### src/rtl/scmp_pkg.sv
// Shared types and constants for the SC/MP memory arbiter: FSM states,
// page width and the default per-page CPU write mask.
package scmp_pkg;

  localparam int          PAGE_W          = 4;
  localparam logic [15:0] WR_MASK_DEFAULT = 16'h0FFA;

  typedef enum logic [1:0] {
    IDLE,
    CPU_ACC,
    HOST_ADR,
    HOST_DAT
  } state_t;

endpackage

### src/rtl/scmp_ads_latch.sv
// Captures the page and the {H,D,I,R} flags the CPU multiplexes onto its data
// bus during the address strobe, and tracks the resulting pending access.
module scmp_ads_latch
  import scmp_pkg::*;
(
  input  logic              clk,
  input  logic              rst,
  input  logic              ads_n,
  input  logic [7:0]        dout,
  input  logic              pend_clr,
  output logic [PAGE_W-1:0] page,
  output logic [3:0]        flags,
  output logic              pend
);

  // NOTE: state registers use non-blocking assignments so every flop samples
  // pre-edge values regardless of statement or process order.
  always_ff @(posedge clk) begin
    if (rst) begin
      page  <= '0;
      flags <= '0;
      pend  <= 1'b0;
    end else if (!ads_n) begin
      page  <= dout[PAGE_W-1:0];
      flags <= dout[7:4];
      pend  <= 1'b1;
    end else if (pend_clr) begin
      pend  <= 1'b0;
    end
  end

endmodule

### src/rtl/scmp_mem_arbiter.sv
// Shares one synchronous RAM between the paged SC/MP CPU bus and a host
// loader/debug port; the CPU has priority and holds off new host grants.
module scmp_mem_arbiter
  import scmp_pkg::*;
#(
  parameter logic [15:0] WR_MASK = WR_MASK_DEFAULT,
  parameter logic        HOST_WP = 1'b0
) (
  input  logic        clk,
  input  logic        rst,
  input  logic        cpu_ads_n,
  input  logic        cpu_rd_n,
  input  logic        cpu_wr_n,
  input  logic [11:0] cpu_addr,
  input  logic [7:0]  cpu_dout,
  output logic [7:0]  cpu_din,
  output logic        cpu_hold,
  output logic [3:0]  cpu_flags,
  input  logic        host_req,
  input  logic        host_we,
  input  logic [15:0] host_addr,
  input  logic [7:0]  host_wdata,
  output logic        host_ack,
  output logic [7:0]  host_rdata,
  output logic [15:0] ram_addr,
  output logic        ram_we,
  output logic [7:0]  ram_wdata,
  input  logic [7:0]  ram_rdata,
  output logic        wp_err
);

  state_t            state;
  logic [PAGE_W-1:0] page;
  logic              cpu_pend;
  logic              cpu_first;
  logic              wr_seen;
  logic              cpu_go;
  logic              cpu_done;
  logic              cpu_wr;
  logic              cpu_wr_ok;
  logic              host_go;
  logic              host_wr_ok;

  scmp_ads_latch u_ads_latch (
    .clk      (clk),
    .rst      (rst),
    .ads_n    (cpu_ads_n),
    .dout     (cpu_dout),
    .pend_clr (cpu_done),
    .page     (page),
    .flags    (cpu_flags),
    .pend     (cpu_pend)
  );

  assign cpu_go     = (state == IDLE) && cpu_pend && (!cpu_rd_n || !cpu_wr_n);
  assign cpu_done   = (state == CPU_ACC) && cpu_rd_n && cpu_wr_n;
  assign cpu_wr     = (cpu_go || (state == CPU_ACC)) && !cpu_wr_n;
  assign cpu_wr_ok  = WR_MASK[page];
  // host_ack is still high the cycle after HOST_DAT; that blocks an instant
  // re-grant on the request the host has not yet dropped
  assign host_go    = (state == IDLE) && !cpu_go && host_req && !host_ack && !cpu_first;
  assign host_wr_ok = !HOST_WP || WR_MASK[host_addr[15:12]];

  assign cpu_din  = cpu_rd_n ? 8'hFF : ram_rdata;
  assign cpu_hold = cpu_pend && ((state == HOST_ADR) || (state == HOST_DAT));

  always_ff @(posedge clk) begin
    if (rst) begin
      state      <= IDLE;
      cpu_first  <= 1'b0;
      wr_seen    <= 1'b0;
      host_ack   <= 1'b0;
      host_rdata <= '0;
      ram_addr   <= '0;
      ram_we     <= 1'b0;
      ram_wdata  <= '0;
      wp_err     <= 1'b0;
    end else begin
      host_ack <= 1'b0;
      wr_seen  <= cpu_wr;
      // one pulse per strobe: only the first cycle of a blocked write reports
      wp_err   <= (cpu_wr && !cpu_wr_ok && !wr_seen) ||
                  (host_go && host_we && !host_wr_ok);

      if (cpu_go || ((state == CPU_ACC) && !cpu_done)) begin
        ram_addr  <= {page, cpu_addr};
        ram_we    <= cpu_wr && cpu_wr_ok;
        ram_wdata <= cpu_dout;
      end else if (host_go) begin
        ram_addr  <= host_addr;
        ram_we    <= host_we && host_wr_ok;
        ram_wdata <= host_wdata;
      end else begin
        ram_we    <= 1'b0;
      end

      // a CPU that strobed during a host access goes before the next host grant
      if (state == HOST_DAT) begin
        cpu_first <= cpu_pend;
      end else if (cpu_go || !cpu_pend) begin
        cpu_first <= 1'b0;
      end

      case (state)
        IDLE: begin
          if (cpu_go) begin
            state <= CPU_ACC;
          end else if (host_go) begin
            state <= HOST_ADR;
          end
        end
        CPU_ACC: begin
          if (cpu_done) begin
            state <= IDLE;
          end
        end
        HOST_ADR: begin
          state <= HOST_DAT;
        end
        HOST_DAT: begin
          host_rdata <= ram_rdata;
          host_ack   <= 1'b1;
          state      <= IDLE;
        end
        default: begin
          state <= IDLE;
        end
      endcase
    end
  end

endmodule

### config.mk
export PLATFORM = sky130hd
export DESIGN_NAME = scmp_mem_arbiter
export DESIGN_NICKNAME = d
export VERILOG_FILES = /design/src/rtl/scmp_pkg.sv /design/src/rtl/scmp_ads_latch.sv /design/src/rtl/scmp_mem_arbiter.sv
export SDC_FILE = /design/constraint.sdc
export NUM_CORES = 1
export LEC_CHECK = 0
export CAP_MARGIN = 25
export CORE_MARGIN = 2
export CORE_UTILIZATION = 39
export DETAILED_ROUTE_END_ITERATION = 10
export PLACE_DENSITY = 0.81
export SLEW_MARGIN = 20
export SYNTH_ARGS = -nofsm -noshare
export SYNTH_HDL_FRONTEND = slang
export SYNTH_SLANG_ARGS = --single-unit
### constraint.sdc
create_clock -name clk -period 1.8 [get_ports clk]
set_input_delay 0.45 -clock clk [delete_from_list [all_inputs] [get_ports clk]]
set_output_delay 0.45 -clock clk [all_outputs]
set_load 0.03 [all_outputs]
==> impl_results.md, run 1 <==
* Setup clock skew after layout at 0.00809 ns
* Number of warnings issued by yosys at 0
* Initial drt markers at 109
* Worst hold-check slack at 0.413 ns
* Core Region at 0.00672 mm2
* Net count after synthesis at 358
* Total routing usage reported by global routing at 20.7%
* PD cells at 771 mW/mm2
* Net switching share of the total power at 34.5%
* CP bufs+invs at 1
* Via Count at 2,574
* Synth-to-Final Area Change at 49.2%
* Highest cell delay on the worst timing path at 0.48 ns
* Worst path slowest cell: or4_4
* Vias per std cell at 5.31
* Crit-path cells: or3b_4 -> or4_4 -> bufbuf_16 -> a311oi_2
* Peak supply drop at 312 uV
* Post-synthesis cell type count at 37
* Number of synthesized flops with an enable pin at 0
* Maximum capacitance violations at 0
* Number of pins exceeding their max-slew limit in the final report at 0
* Failing checks: negative setup slack
* Hold Path Class: reg2reg
* Type of the worst setup path: reg2reg
* DRC violation count after routing at 0
* Top cell type by total area after synthesis: dfxtp_1
* Num CTS Buffers at 5
* Deepest clock path buffer count at 2
* Final setup violation count at 2
* TritonCTS clock tree: done
* Maximum clock frequency at 554 MHz
* Cells taking the most area after synthesis: dfxtp_1 (37%), a311oi_2 (11%), a21o_2 (6.5%), nor2_1 (5.3%), or3_2 (5.0%)
* Proportion of synthesized flip-flops having asynchronous set or reset at 0%
* Critical path startpoint category: register
* Maximum fanout along the worst path at 5
* Num Clock Sinks at 49
* Later-pin clock latency in the skew report at 0.31 ns
* Finished Cell Area at 0.00400 mm2
* Clock input transition at the sequential cells of the worst setup and hold paths at 0.10 ns
* Unrepaired setup endpoints after global routing: true
* Top FF cell, synth: dfxtp_1
* Final critical delay including setup and external delays at 1.81 ns
* Root buffer selected by CTS: clkbuf_8
* Register area share after synthesis at 36.6%
* DP HPWL at 5.33 mm
* Arrival time of the worst setup path at 2.03 ns
* Wire per inst at 15.9 um
* Initial core utilization at 39.9%
* Worst-case setup margin in the final layout at -0.00543 ns
* Part of the total power dissipated in combinational logic at 37.8%
* Placed standard-cell area at 0.00378 mm2
* Critical Path RT at 2.02 ns
* CTS H-tree lvls at 2
* Post-layout utilization of the core at 59.6%
* Final global-route overflow total at 0
* Fin crit share at 100%
* Crit-path leading delay family: simple AND/OR/NAND/NOR gates
* Fraction of layout cells with a size suffix above 1 at 26.7%
* Sequential power share at 40.7%
* Nets at 463
* Kind of capture point of the worst setup path: register
* Via count of the first global-routing pass at 2,559
* Total Wirelength at 7.71 mm
* Total net switching power at 0.00107 W
* First drt pass iteration count at 4
* Least-Margin Pin Slew at 0.376 ns
* Die Span Y at 87.0 um
* Initial antenna violation count at 0
* LEAKAGE at 1.98 nW
* Die Wd at 87.0 um
* First-pass GRT wire length at 12.5 mm
* Ports at 107
* Synth Area per Inst at 8.98 um2
* Row Count at 30
* Proportion of power drawn by the clock network at 21.6%
* Ant. Diodes at 0
* Instance count of the mapped netlist at 299
* Total die area at 0.00756 mm2
* Relative slew slack at 75.0%
* Netlist area before placement at 0.00268 mm2
* Antenna-violating nets left at 0
* Number of hold violations in the final report at 0
* Pin count of the biggest net entering global routing at 35
* Internal power at 0.00202 W
* FF+latch count, synth at 49
* Share of Yosys cell area claimed by the top area cell type at 36.6%
* Input/output buffers at 106
* Routability Congestion at 0.804
* Placement-stage worst setup slack at -0.498 ns
* Run status: complete, but fails checks
power by group through the flow:
stage	Clock (W)	Combinational (W)	Sequential [W]
CTS	0.000681	0.00121	0.00126
global placement	0	0.00113	0.00128
floorplan	0	0.000538	0.00145
global route	0.000728	0.00124	0.00127
finish	0.000666	0.00117	0.00126
detailed placement	0	0.00116	0.00128
metal layers:
layer / vias to the layer above / track usage (%) / routed length, um
li1: 1250 / - / -
met1: 1209 / 28.0 / 3350
met4: 0 / 7.10 / 138
met5: - / 0 / 0
met2: 101 / 33.2 / 3710
met3: 14 / 3.60 / 513
cells in the final DEF, fill, tap and decap left out, types with 2 or more instances in the layout:
cell             Yosys  layout
mux2i_1              8       8
a21o_2              20      20
a311oi_2            20      22
or3_1                6       6
dfxtp_2              0       3
a311oi_1             4       2
clkdlybuf4s50_1      0      58
and2_1               2       2
a21oi_1             10      10
buf_12               2       4
dlymetal6s2s_1       3      26
buf_6                5       5
or3_2               18      18
or2_1                8       8
a21o_1               4       4
nand2_1             18      18
nor2_1              38      38
clkbuf_8             1       5
buf_4                1      21
inv_1               24      24
nor4_1               2       2
dlygate4sd2_1        0      12
dfxtp_1             49      46
nor3_1              25      25
final timing paths:
path                                from     endpoint  slack (ns)  depth (start not counted)
worst min-delay path             wr_seen       wp_err        0.41                          1
worst max-delay path            host_ack  ram_addr[3]      -0.005                          4
worst min register to register   wr_seen       wp_err        0.41                          1
worst max register to register  host_ack  ram_addr[3]      -0.005                          4
repair_timing:
item	4_1_cts	5_1_grt
cloned	2	0
setup buffers	4	0
gates resized for setup	22	27
setup endpoints to repair	42	49
pin swaps	5	5
endpoints found under the hold margin	0	0
hold buffers	0	0
layout make-up:
class                   count  area, um2
fillers                   572       2720
flip-flops and latches     49        985
repair buffers            128       1340
inverters                  24       90.1
clock buffers               5       68.8
clock inverters             3       21.3
well taps                  80        100
multi-input cells         196       1400
metrics by stage:
| step | TNS [ns] | total power (W) | cells |
|---|---|---|---|
| finish | -0.00803 | 0.00309 | 485 |
| global route | -0.186 | 0.00324 | 485 |
| CTS | -1.63 | 0.00315 | 487 |
| detailed placement | -12.10 | 0.00243 | 473 |
| global placement | -11.01 | 0.00241 | 473 |
| floorplan | -1.53 | 0.00198 | 299 |
cell usage after synthesis (3+ instances only):
| cell type | instances |
|---|---|
| dfxtp_1 | 49 |
| nor2_1 | 38 |
| nor3_1 | 25 |
| inv_1 | 24 |
| a21o_2 | 20 |
| a311oi_2 | 20 |
| nand2_1 | 18 |
| or3_2 | 18 |
| clkbuf_1 | 14 |
| a21oi_1 | 10 |
| mux2i_1 | 8 |
| or2_1 | 8 |
| or3_1 | 6 |
| buf_6 | 5 |
| a21o_1 | 4 |
| a311oi_1 | 4 |
| buf_2 | 3 |
| dlymetal6s2s_1 | 3 |
cells by family (layout without fill, tap and decap cells):
group                  Yosys count  in the layout  share of synthesized area, %
AND/OR/NAND/NOR                124            124                          24.0
multiplexers                     8              8                          2.98
AO/OA/AOI/OAI                   64             64                          24.5
flip-flops                      49             49                          36.6
buffers and inverters           54            160                          12.0
state kept, by name (all words and copies together) (netlist names):
signal and flops:
wp_err 1, ram_we 1, host_ack 1, u_ads_latch.pend 1
cpu_wr_ok 1, u_ads_latch.flags 4, ram_wdata 8, ram_addr 16
u_ads_latch.page 4, wr_seen 1, host_rdata 8, cpu_first 1
state 2
worst register-to-register path: cells and delay by family, from the launching register on:
kind                   cells  cell delay [ns]
buffers and inverters      1             0.31
flip-flops                 1             0.33
AND/OR/NAND/NOR            2             0.88
AO/OA/AOI/OAI              1             0.20
(Power assumes the default switching activity.)
==> inputs of run 2 (changes only) <==
--- a/config.mk
+++ b/config.mk
@@ -10,6 +10,7 @@
 export CORE_UTILIZATION = 39
 export DETAILED_ROUTE_END_ITERATION = 10
 export PLACE_DENSITY = 0.81
+export RECOVER_POWER = 50
 export SLEW_MARGIN = 20
 export SYNTH_ARGS = -nofsm -noshare
 export SYNTH_HDL_FRONTEND = slang
==> impl_results.md, run 2 (synthesized netlist as in run 1, its figures left out) <==
* Sum Neg Setup Slack at -0.00844 ns (-0.000410 ns)
* Finished Cell Area at 0.00381 mm2 (-4.7%)
* Multi-input gate area at 0.00140 mm2 (unchanged)
* Number of pins exceeding their max-slew limit in the final report at 0 (unchanged)
* Sequential power share at 41.4% (+0.7 points)
* Critical path startpoint category: register
* Deepest clock path buffer count at 2 (unchanged)
* Worst hold-check slack at 0.413 ns (-0.0000710 ns)
* Largest register FFs at 16 (unchanged)
* Proportion of power drawn by the clock network at 21.9% (+0.3 points)
* Worst-case setup margin in the final layout at -0.00684 ns (-0.00141 ns)
* Die Span Y at 87.0 um (unchanged)
* Total net switching power at 0.00107 W (+0.12%)
* Leading cell types in the layout, fill and taps excluded: clkdlybuf4s50_1 (57), dfxtp_1 (47), nor2_1 (38)
* Placed standard-cell area at 0.00378 mm2 (unchanged)
* Number of hold violations in the final report at 0 (unchanged)
* R2r setup slk at -0.007 ns (about the same)
* Wire per inst at 15.9 um (about the same)
* Final cell count without fillers at 485 (unchanged)
* Worst Reg-to-Reg Cells at 4 (unchanged)
* Reg with most FFs: ram_addr
* Type of the worst setup path: reg2reg
* Maximum capacitance violations at 0 (unchanged)
* Vias per std cell at 5.35 (+0.78%)
* Setup clock skew after layout at 0.00803 ns (-0.0000647 ns)
* Unrepaired setup endpoints after global routing: true
* Registers with the most flip-flops: ram_addr x16, host_rdata x8, ram_wdata x8
* Ports at 107 (unchanged)
* Origin of the worst setup path: host_ack
* Relative slew slack at 61.6% (-13 points)
* Post-layout utilization of the core at 56.8% (-2.8 points)
* Internal power at 0.00197 W (-2.5%)
* Ant. Diodes at 0 (unchanged)
* Final setup violation count at 2 (unchanged)
* Initial drt markers at 103 (-5.5%)
* First-pass GRT wire length at 12.5 mm (unchanged)
* Part of the total power dissipated in combinational logic at 36.8% (-1.0 points)
* Least-Margin Pin Slew at 0.576 ns (+0.201 ns)
* Num CTS Buffers at 5 (unchanged)
* Maximum clock frequency at 553 MHz (about the same)
* Number of cells in the design after placement at 473 (unchanged)
* Net switching share of the total power at 35.1% (+0.60 points)
* R2r endpoint: ram_addr[13]
* Combined flip-flop and latch cell area at 983 um2 (-0.13%)
* TritonCTS clock tree: done
* PD cells at 797 mW/mm2 (+3.3%)
* Worst path slowest cell: or4_4
* Routability Congestion at 0.804 (unchanged)
* Fraction of layout cells with a size suffix above 1 at 25.9% (-0.74 points)
* Root buffer selected by CTS: clkbuf_8
* Via Count at 2,594 (+0.78%)
* DP HPWL at 5.33 mm (unchanged)
* Highest cell delay on the worst timing path at 0.48 ns (about the same)
* CTS H-tree lvls at 2 (unchanged)
* Worst flop-to-flop path startpoint: host_ack
* First drt pass iteration count at 4 (unchanged)
* LEAKAGE at 1.60 nW (-19%)
* Final critical delay including setup and external delays at 1.81 ns (+0.00141 ns)
* Hold-fix buffer count after cts at 0 (unchanged)
* Initial antenna violation count at 0 (unchanged)
* Row Count at 30 (unchanged)
* DRC violation count after routing at 0 (unchanged)
* Via count of the first global-routing pass at 2,559 (unchanged)
* Total of fill cells in the finished design at 601 (+5.1%)
* Kind of capture point of the worst setup path: register
* Total Wirelength at 7.71 mm (about the same)
* Fin crit share at 100% (about the same)
* Critical Path RT at 2.02 ns (about the same)
* Most common cell after layout, fill and taps aside: clkdlybuf4s50_1
* CP endpoint: ram_addr[13]
* Synth-to-Final Area Change at 42.1%
* Peak supply drop at 303 uV (-3.0%)
* Num Clock Sinks at 49 (unchanged)
* Failing checks: negative setup slack
* Total routing usage reported by global routing at 20.7% (unchanged)
* Maximum fanout along the worst path at 5 (unchanged)
* Clock input transition at the sequential cells of the worst setup and hold paths at 0.10 ns (about the same)
* Arrival time of the worst setup path at 2.03 ns (about the same)
* Run status: complete, but fails checks
* Later-pin clock latency in the skew report at 0.31 ns (about the same)
* Pin count of the biggest net entering global routing at 35 (unchanged)
* Nets at 463 (unchanged)
* Input/output buffers at 106 (unchanged)
* Die Wd at 87.0 um (unchanged)
* Initial core utilization at 39.9% (unchanged)
* Core Region at 0.00672 mm2 (unchanged)
* Total die area at 0.00756 mm2 (unchanged)
* Crit-path cells: or3b_4 -> or4_4 -> bufbuf_16 -> a311oi_2
* Antenna-violating nets left at 0 (unchanged)
* Hold Path Class: reg2reg
* Final global-route overflow total at 0 (unchanged)
-- run 2: per-stage QoR --
step,setup WS (ns),power [W]
after floorplan,-0.0762,0.00198
after global placement,-0.435,0.00241
after detailed placement,-0.498,0.00243
after CTS,-0.128,0.00315
after global routing,-0.0362,0.00319
final,-0.00684,0.00304
-- run 2: timing repair --
item / 4_1_cts / 5_1_grt
gates cloned: 2 / 0
pin swaps: 5 / 5
gates resized for setup: 22 / 27
setup endpoints to repair: 42 / 49
buffers inserted: 4 / 0
-- run 2: cell type report --
type / instances / area share, %
clock buffer: 5 / 1.80
clock inverter: 3 / 0.558
inverter: 24 / 2.36
multi-input combinational: 196 / 36.6
sequential: 49 / 25.8
tap: 80 / 2.62
timing repair buffer: 128 / 30.3
-- run 2: how the worst min path moves through the flow --
| stage | end | cells after the start | from | slack (ns) |
|---|---|---|---|---|
| 2_1_floorplan | wp_err | 1 | wr_seen | 0.37 |
| 3_3_place_gp | wp_err | 1 | wr_seen | 0.38 |
| 3_5_place_dp | wp_err | 1 | wr_seen | 0.40 |
| 4_1_cts | wp_err | 1 | wr_seen | 0.42 |
| 5_1_grt | wp_err | 1 | wr_seen | 0.43 |
| 6_report | wp_err | 1 | wr_seen | 0.41 |
-- run 2: power by group through the flow --
stage          sequential, W  combinational, W  clock [W]
2_1_floorplan        0.00145          0.000538          0
3_3_place_gp         0.00128           0.00113          0
3_5_place_dp         0.00128           0.00116          0
4_1_cts              0.00126           0.00121   0.000681
5_1_grt              0.00127           0.00119   0.000728
6_report             0.00126           0.00112   0.000664
-- run 2: routing by layer --
metal  track usage, %  wire, um
met2             33.2      3650
met5                0         0
met4             7.10       170
met1             28.0      3290
met3             3.60       598
-- run 2: worst max-delay path: cells and delay by family, from the launching register on --
family	cells	cell delay, ns
flip-flops	1	0.33
AND/OR/NAND/NOR	2	0.88
buffers and inverters	1	0.30
AO/OA/AOI/OAI	1	0.19
